===== src/rtl/uart_pkg.sv =====
// Shared UART definitions: FSM states, configuration-word layout and the
// decode helpers used by both the transmit and receive stages.
package uart_pkg;

  // Frame sequencing states common to tx_module and rx_module.
  typedef enum logic [2:0] {
    ST_IDLE,
    ST_START,
    ST_DATA,
    ST_PARITY,
    ST_STOP
  } uart_state_e;

  // Configuration word layout: {data_len[1:0], stop[1:0], parity_en}.
  localparam int unsigned DataConfWidth  = 2;
  localparam int unsigned StopConfWidth  = 2;
  localparam int unsigned TotalConfWidth = DataConfWidth + StopConfWidth + 1;
  localparam int unsigned ConfParityBit  = 0;
  localparam int unsigned ConfStopLsb    = 1;

  // Shortest supported data length; the data field adds to this.
  localparam int unsigned MinDataLen = 5;

  // Data-length field to number of data bits (00=5 ... 11=8).
  function automatic int unsigned data_len(input logic [DataConfWidth-1:0] field);
    return MinDataLen + 32'(field);
  endfunction

  // Stop field to number of stop bits: zero means one, anything else two.
  function automatic int unsigned stop_count(input logic [StopConfWidth-1:0] field);
    return (field == '0) ? 1 : 2;
  endfunction

endpackage


===== src/rtl/sync_2ff.sv =====
// Two-flop synchroniser for an asynchronous input, with a configurable
// reset value so an idle-high line does not look active during reset.
module sync_2ff #(
  parameter int unsigned          WIDTH     = 1,
  parameter logic [WIDTH-1:0]     RESET_VAL = '1
) (
  input  logic             clk_i,
  input  logic             rst_i,
  input  logic [WIDTH-1:0] d_i,
  output logic [WIDTH-1:0] q_o
);

  logic [WIDTH-1:0] meta_q, meta_d;
  logic [WIDTH-1:0] sync_q, sync_d;

  // Shift the input one stage per clock through the two flops.
  always_comb begin
    meta_d = d_i;
    sync_d = meta_q;
  end

  // Synchroniser register pair; reset to the line's idle level.
  // NOTE: sequential state uses non-blocking assignments so every flop samples
  // the pre-edge value of its source and the two stages cannot collapse.
  always_ff @(posedge clk_i or posedge rst_i) begin
    if (rst_i) begin
      meta_q <= RESET_VAL;
      sync_q <= RESET_VAL;
    end else begin
      meta_q <= meta_d;
      sync_q <= sync_d;
    end
  end

  assign q_o = sync_q;

endmodule


===== src/rtl/rx_module.sv =====
// UART receiver: oversamples the synchronised line on baud ticks, assembles
// an LSB-first word and reports it with a done pulse plus error flags.
module rx_module
  import uart_pkg::*;
#(
  parameter int unsigned MAX_DATA_WIDTH       = 8,
  parameter int unsigned DATA_COUNTER_WIDTH   = 3,
  parameter int unsigned STOP_CONF_WIDTH      = StopConfWidth,
  parameter int unsigned DATA_CONF_WIDTH      = DataConfWidth,
  parameter int unsigned SAMPLE_COUNTER_WIDTH = 4
) (
  input  logic                                      clk_i,
  input  logic                                      rst_i,
  input  logic                                      baud_en_i,
  input  logic                                      rx_en_i,
  input  logic [STOP_CONF_WIDTH+DATA_CONF_WIDTH:0]  rx_conf_i,
  input  logic                                      uart_rx_i,
  output logic [MAX_DATA_WIDTH-1:0]                 rx_data_o,
  output logic                                      rx_done_o,
  output logic                                      busy_o,
  output logic                                      parity_err_o,
  output logic                                      frame_err_o
);

  localparam int unsigned ConfW = STOP_CONF_WIDTH + DATA_CONF_WIDTH + 1;

  // Start bit is confirmed half a bit after the falling edge; every later
  // bit is sampled one full bit period after the previous sample.
  localparam logic [SAMPLE_COUNTER_WIDTH-1:0] Mid  =
    {1'b0, {(SAMPLE_COUNTER_WIDTH-1){1'b1}}};
  localparam logic [SAMPLE_COUNTER_WIDTH-1:0] Last = '1;

  logic rx_s;

  sync_2ff #(
    .WIDTH     (1),
    .RESET_VAL (1'b1)
  ) u_sync (
    .clk_i (clk_i),
    .rst_i (rst_i),
    .d_i   (uart_rx_i),
    .q_o   (rx_s)
  );

  // Frame sequencing state
  uart_state_e                     state_q, state_d;
  logic [SAMPLE_COUNTER_WIDTH-1:0] cnt_q, cnt_d;
  logic [DATA_COUNTER_WIDTH-1:0]   idx_q, idx_d;
  logic [ConfW-1:0]                conf_q, conf_d;
  logic [MAX_DATA_WIDTH-1:0]       shift_q, shift_d;
  logic                            perr_pend_q, perr_pend_d;
  logic                            ferr_pend_q, ferr_pend_d;
  // Cleared when a frame ends on a low stop sample (break); a new start is
  // only accepted once the line has been seen high again in IDLE.
  logic                            armed_q, armed_d;

  // Registered outputs, held between completed frames
  logic [MAX_DATA_WIDTH-1:0]       rx_data_q, rx_data_d;
  logic                            done_q, done_d;
  logic                            perr_q, perr_d;
  logic                            ferr_q, ferr_d;

  // Frame shape decoded from the configuration latched at start detection
  logic [DATA_COUNTER_WIDTH-1:0]   last_data_idx;
  logic [DATA_COUNTER_WIDTH-1:0]   last_stop_idx;
  logic                            parity_en;

  assign last_data_idx = DATA_COUNTER_WIDTH'(
    data_len(conf_q[TotalConfWidth-1 -: DATA_CONF_WIDTH]) - 1);
  assign last_stop_idx = DATA_COUNTER_WIDTH'(
    stop_count(conf_q[ConfStopLsb +: STOP_CONF_WIDTH]) - 1);
  assign parity_en     = conf_q[ConfParityBit];

  // Next-state, counter, shift-register and output-register logic.
  // NOTE: every signal gets its hold value first so no path through the
  // case statement can leave one unassigned and infer a latch.
  always_comb begin
    state_d     = state_q;
    cnt_d       = cnt_q;
    idx_d       = idx_q;
    conf_d      = conf_q;
    shift_d     = shift_q;
    perr_pend_d = perr_pend_q;
    ferr_pend_d = ferr_pend_q;
    armed_d     = armed_q;
    rx_data_d   = rx_data_q;
    done_d      = 1'b0;
    perr_d      = perr_q;
    ferr_d      = ferr_q;

    if (state_q == ST_IDLE && rx_s) begin
      armed_d = 1'b1;
    end

    if (state_q != ST_IDLE && !rx_en_i) begin
      // Disabled mid-frame: drop the frame without touching the outputs.
      state_d = ST_IDLE;
    end else if (baud_en_i) begin
      unique case (state_q)
        ST_IDLE: begin
          if (rx_en_i && armed_q && !rx_s) begin
            state_d     = ST_START;
            cnt_d       = '0;
            idx_d       = '0;
            conf_d      = rx_conf_i;
            shift_d     = '0;
            perr_pend_d = 1'b0;
            ferr_pend_d = 1'b0;
          end
        end

        ST_START: begin
          if (cnt_q == Mid) begin
            cnt_d   = '0;
            state_d = rx_s ? ST_IDLE : ST_DATA;
          end else begin
            cnt_d = cnt_q + 1'b1;
          end
        end

        ST_DATA: begin
          cnt_d = cnt_q + 1'b1;
          if (cnt_q == Last) begin
            shift_d[idx_q] = rx_s;
            if (idx_q == last_data_idx) begin
              idx_d   = '0;
              state_d = parity_en ? ST_PARITY : ST_STOP;
            end else begin
              idx_d = idx_q + 1'b1;
            end
          end
        end

        ST_PARITY: begin
          cnt_d = cnt_q + 1'b1;
          if (cnt_q == Last) begin
            // Even parity: data bits plus parity bit must XOR to zero.
            perr_pend_d = (^shift_q) ^ rx_s;
            idx_d       = '0;
            state_d     = ST_STOP;
          end
        end

        ST_STOP: begin
          cnt_d = cnt_q + 1'b1;
          if (cnt_q == Last) begin
            if (!rx_s) begin
              ferr_pend_d = 1'b1;
            end
            if (idx_q == last_stop_idx) begin
              state_d   = ST_IDLE;
              done_d    = 1'b1;
              rx_data_d = shift_q;
              perr_d    = perr_pend_q;
              ferr_d    = ferr_pend_q | ~rx_s;
              armed_d   = rx_s;
            end else begin
              idx_d = idx_q + 1'b1;
            end
          end
        end

        default: state_d = ST_IDLE;
      endcase
    end
  end

  // State and output registers; reset returns everything to idle at once.
  always_ff @(posedge clk_i or posedge rst_i) begin
    if (rst_i) begin
      state_q     <= ST_IDLE;
      cnt_q       <= '0;
      idx_q       <= '0;
      conf_q      <= '0;
      shift_q     <= '0;
      perr_pend_q <= 1'b0;
      ferr_pend_q <= 1'b0;
      armed_q     <= 1'b0;
      rx_data_q   <= '0;
      done_q      <= 1'b0;
      perr_q      <= 1'b0;
      ferr_q      <= 1'b0;
    end else begin
      state_q     <= state_d;
      cnt_q       <= cnt_d;
      idx_q       <= idx_d;
      conf_q      <= conf_d;
      shift_q     <= shift_d;
      perr_pend_q <= perr_pend_d;
      ferr_pend_q <= ferr_pend_d;
      armed_q     <= armed_d;
      rx_data_q   <= rx_data_d;
      done_q      <= done_d;
      perr_q      <= perr_d;
      ferr_q      <= ferr_d;
    end
  end

  assign rx_data_o    = rx_data_q;
  assign rx_done_o    = done_q;
  assign busy_o       = (state_q != ST_IDLE);
  assign parity_err_o = perr_q;
  assign frame_err_o  = ferr_q;

endmodule


===== config.mk =====
export PLATFORM = sky130hd
export DESIGN_NAME = rx_module
export DESIGN_NICKNAME = d
export VERILOG_FILES = /design/src/rtl/uart_pkg.sv /design/src/rtl/sync_2ff.sv /design/src/rtl/rx_module.sv
export SDC_FILE = /design/constraint.sdc
export NUM_CORES = 1
export LEC_CHECK = 0
export BUFFER_PORTS_ARGS = -buffer_cell sky130_fd_sc_hd__buf_2
export CORE_ASPECT_RATIO = 0.8
export CORE_MARGIN = 2
export CORE_UTILIZATION = 55
export CTS_CLUSTER_SIZE = 14
export DETAILED_ROUTE_END_ITERATION = 10
export GPL_ROUTABILITY_DRIVEN = 1
export PLACE_DENSITY = 0.84
export SLEW_MARGIN = 20
export SYNTH_ARGS = -nofsm -noshare
export SYNTH_HDL_FRONTEND = slang
export SYNTH_SLANG_ARGS = --single-unit

===== constraint.sdc =====
create_clock -name clk_i -period 3.96 [get_ports clk_i]
set_input_delay 0.792 -clock clk_i [delete_from_list [all_inputs] [get_ports clk_i]]
set_output_delay 0.792 -clock clk_i [all_outputs]
set_load 0.05 [all_outputs]

==> metrics.md <==
| Metric | Value |
|---|---|
| Outcome | `completed` |
| CTS Buffer Depth | `2` |
| Tmin final | `2.430 ns` |
| Register clock-pin slew on the reported worst setup and hold paths | `0.07 ns` |
| Crit-path max cell delay | `between 0.6 and 0.7 ns` |
| Antenna violation net count after detailed routing | `0` |
| Register-to-Register Path Depth | `4` |
| CP Max Fanout | `17` |
| Worst reg-to-reg setup slack | `1.84 ns` |
| Total GRT Usage | `0.2105` |
| Fin. max-slew vios | `0` |
| Kind of end point of the critical path | `output port` |
| # Post-CTS Setup Buffers | `0` |
| Headroom to the max-slew limit | `0.3895` |
| PwrDens | `397.2 nW/um^2` |
| Worst Max-Slew Pin Slew | `0.9147 ns` |
| Initial Util | `0.5889` |
| Largest net degree at the start of global routing | `26` |
| Fin crit share | `0.6136` |
| Die area | `4277 sq um` |
| Asr flop ratio synth | `1.000` |
| Final hold violation count | `0` |
| Crit path required time | `3.17 ns` |
| Iteration count of the initial detailed-routing pass | `4` |
| CTS H-tree lvls | `2` |
| Main synth FF type | `dfrtp_1` |
| DR WL/cell | `14.07 um` |
| Vias per inst | `~6` |
| Register area share after synthesis | `0.4722` |
| Synth area leader | `dfrtp_1` |
| Worst min path class | `flip-flop to flip-flop` |
| Rows | `19` |
| Area growth, synth to finish | `11.53%` |
| Worst r2r src | `idx_q[1]$_DFFE_PP0P_` |
| Initial antenna violation count | `0` |
| Hold Path Origin | `u_sync.meta_q$_DFF_PP1_` |
| Routed WL | `~3.9 mm` |
| Dominant cell by count in the synthesized netlist | `nand2_1` |
| Peak Freq | `411.6 MHz` |
| Global-route wire length before repair | `6.775 mm` |
| Post-Syn Instances | `about 220` |
| Core area | `3518 sq um` |
| Most common library cells after synthesis | `nand2_1, dfrtp_1, o21ai_0` |
| Vias in the first global route | `1414` |
| Syn avg cell area | `9.593 sq um` |
| Critical Path, Cell by Cell | `nor2_1 -> nand2_1 -> buf_2` |
| Final Setup Violations | `0` |
| Chip width | `around 73 um` |
| Worst vdd ir | `0.2707 mV` |
| Cts bufs inserted | `5` |
| Mapped Nets | `228` |
| Setup crit start | `state_q[0]$_DFFE_PP0P_` |
| Yosys warns | `0` |
| Worst-Skew Late Latency | `0.30 ns` |
| End point of the critical path | `busy_o` |
| Static leakage | `about 1.1 nW` |
| Worst path slowest cell | `dfrtp_1` |
| Share of the synthesized area in the top cell type | `0.4469` |
| Worst Setup Path Type | `flip-flop to output port` |
| Yosys reg bits | `39` |
| Skew final | `0.006693 ns` |
| CTS tree | `built` |
| Layout Nets | `246` |
| Yosys cell types | `52` |
| Final setup TNS | `0 ns` |
| Pwr Total | `0.9179 mW` |
| Clock root buffer | `clkbuf_8` |
| RSZ-0062 raised after global routing | `no` |
| Crit start category | `flip-flop` |
| Post-synthesis cell area | `between 2000 and 2500 sq um` |
| Layout cells sized above 1 | `0.2000` |
| Ports | `22` |
| DR vias | `1637` |
| Worst path arrival time | `around 1.6 ns` |
| Post-synth EDFFs | `0` |
| Hold Buf Count CTS | `0` |
| # DRC | `0` |
| Port bufs | `21` |
| GR Overflow Total | `0` |
| R2R Path End | `armed_q$_DFF_PP0_` |
| Dpl cells | `269` |
| Drt initial violations | `75` |
| Post-CTS resize count | `0` |
| CTS Sinks | `39` |
| Antenna Cells | `0` |
| Detailed Place HPWL | `2.765 mm` |
| Max_cap viols | `0` |
| Synth area leaders | `dfrtp_1, nand2_1, o21ai_0` |
| Die Span Y | `58.90 um` |
| Final RePlAce weighted congestion | `0.8932` |
| Finished Layout Cells | `between 200 and 300` |
## critical path, delay by kind of cell, from the launching register on
family	cells	cell delay, ns
and+or+nand+nor	2	0.39
DFF	1	0.65
buffers and inverters	1	0.30
## logic make-up after synthesis
logic type | count (synthesis) | share of synthesized area
xor gates and xnor gates | 9 | 0.04469
muxes | 8 | 0.04589
DFF | 39 | 0.4722
adders and majority gates | 2 | 0.01208
and+or+nand+nor | 81 | 0.1963
buffers and inverters | 20 | 0.04650
AOI/OAI and AO/OA | 57 | 0.1824
## power by group
part	internal [mW]	total [mW]	switching [mW]
sequential	0.417	0.438	0.0206
combinational	0.0365	0.0878	0.0512
clock	0.251	0.392	0.141
## cells in the final DEF, fill, tap and decap left out, drive strengths merged, types with 3 or more instances in the layout
cell	netlist	routed
mux2	6	6
a21oi	8	8
nor2b	3	3
nand2b	5	5
o41ai	4	4
inv	9	9
xor2	3	3
dfrtp	37	37
o21a	3	3
o31ai	3	3
clkbuf	6	5
xnor2	5	5
nor2	7	7
a31oi	7	7
buf	5	22
nand2	40	40
o21ai	22	22
nor3	6	6
nand3	4	4
## through the flow
| stage | cell area (sq um) | setup WS, ns | hold slack, ns | utilization |
|---|---|---|---|---|
| after global routing | 2311 | 1.418 | 0.3660 | 0.6568 |
| after detailed placement | 2175 | 1.733 | 0.3499 | 0.6181 |
| after CTS | 2311 | 1.539 | 0.3610 | 0.6568 |
| after global placement | 2175 | 1.821 | 0.3461 | 0.6181 |
| after floorplan | 2072 | 1.922 | 0.3452 | - |
| final | 2311 | 1.530 | 0.3635 | 0.6568 |
## registers in the layout, summed over array words and instances (netlist names)
name	cells
shift_q	8
perr_pend_q	1
conf_q	5
ferr_pend_q	1
cnt_q	4
parity_err_o	1
state_q	3
rx_done_o	1
rx_data_o	8
frame_err_o	1
idx_q	3
armed_q	1
u_sync.q_o	1
u_sync.meta_q	1
## worst min-delay path by stage
| stage | to | slack (ns) | cells past startpoint |
|---|---|---|---|
| global route | u_sync.q_o$_DFF_PP1_ | 0.37 | 0 |
| detailed placement | u_sync.q_o$_DFF_PP1_ | 0.35 | 0 |
| floorplan | u_sync.q_o$_DFF_PP1_ | 0.35 | 0 |
| finish | u_sync.q_o$_DFF_PP1_ | 0.36 | 0 |
| global placement | u_sync.q_o$_DFF_PP1_ | 0.35 | 0 |
| CTS | u_sync.q_o$_DFF_PP1_ | 0.36 | 0 |
## final cells by class
class / count / area, sq um
Fill cell: 289 / 1207
Multi-Input combinational cell: 157 / 997.2
Sequential cell: 39 / 978.4
Timing Repair Buffer: 22 / 112.6
Clock buffer: 5 / 68.82
Clock inverter: 3 / 67.56
Tap cell: 42 / 52.55
Inverter: 9 / 33.78
## layer usage
metal | wire length (um) | GRT usage
met3 | 171 | 0.07192
met5 | 0 | 0
met4 | 28 | 0.06349
met2 | 1781 | 0.3065
met1 | 1914 | 0.2989
No activity file was read; power rests on OpenSTA's default activity.
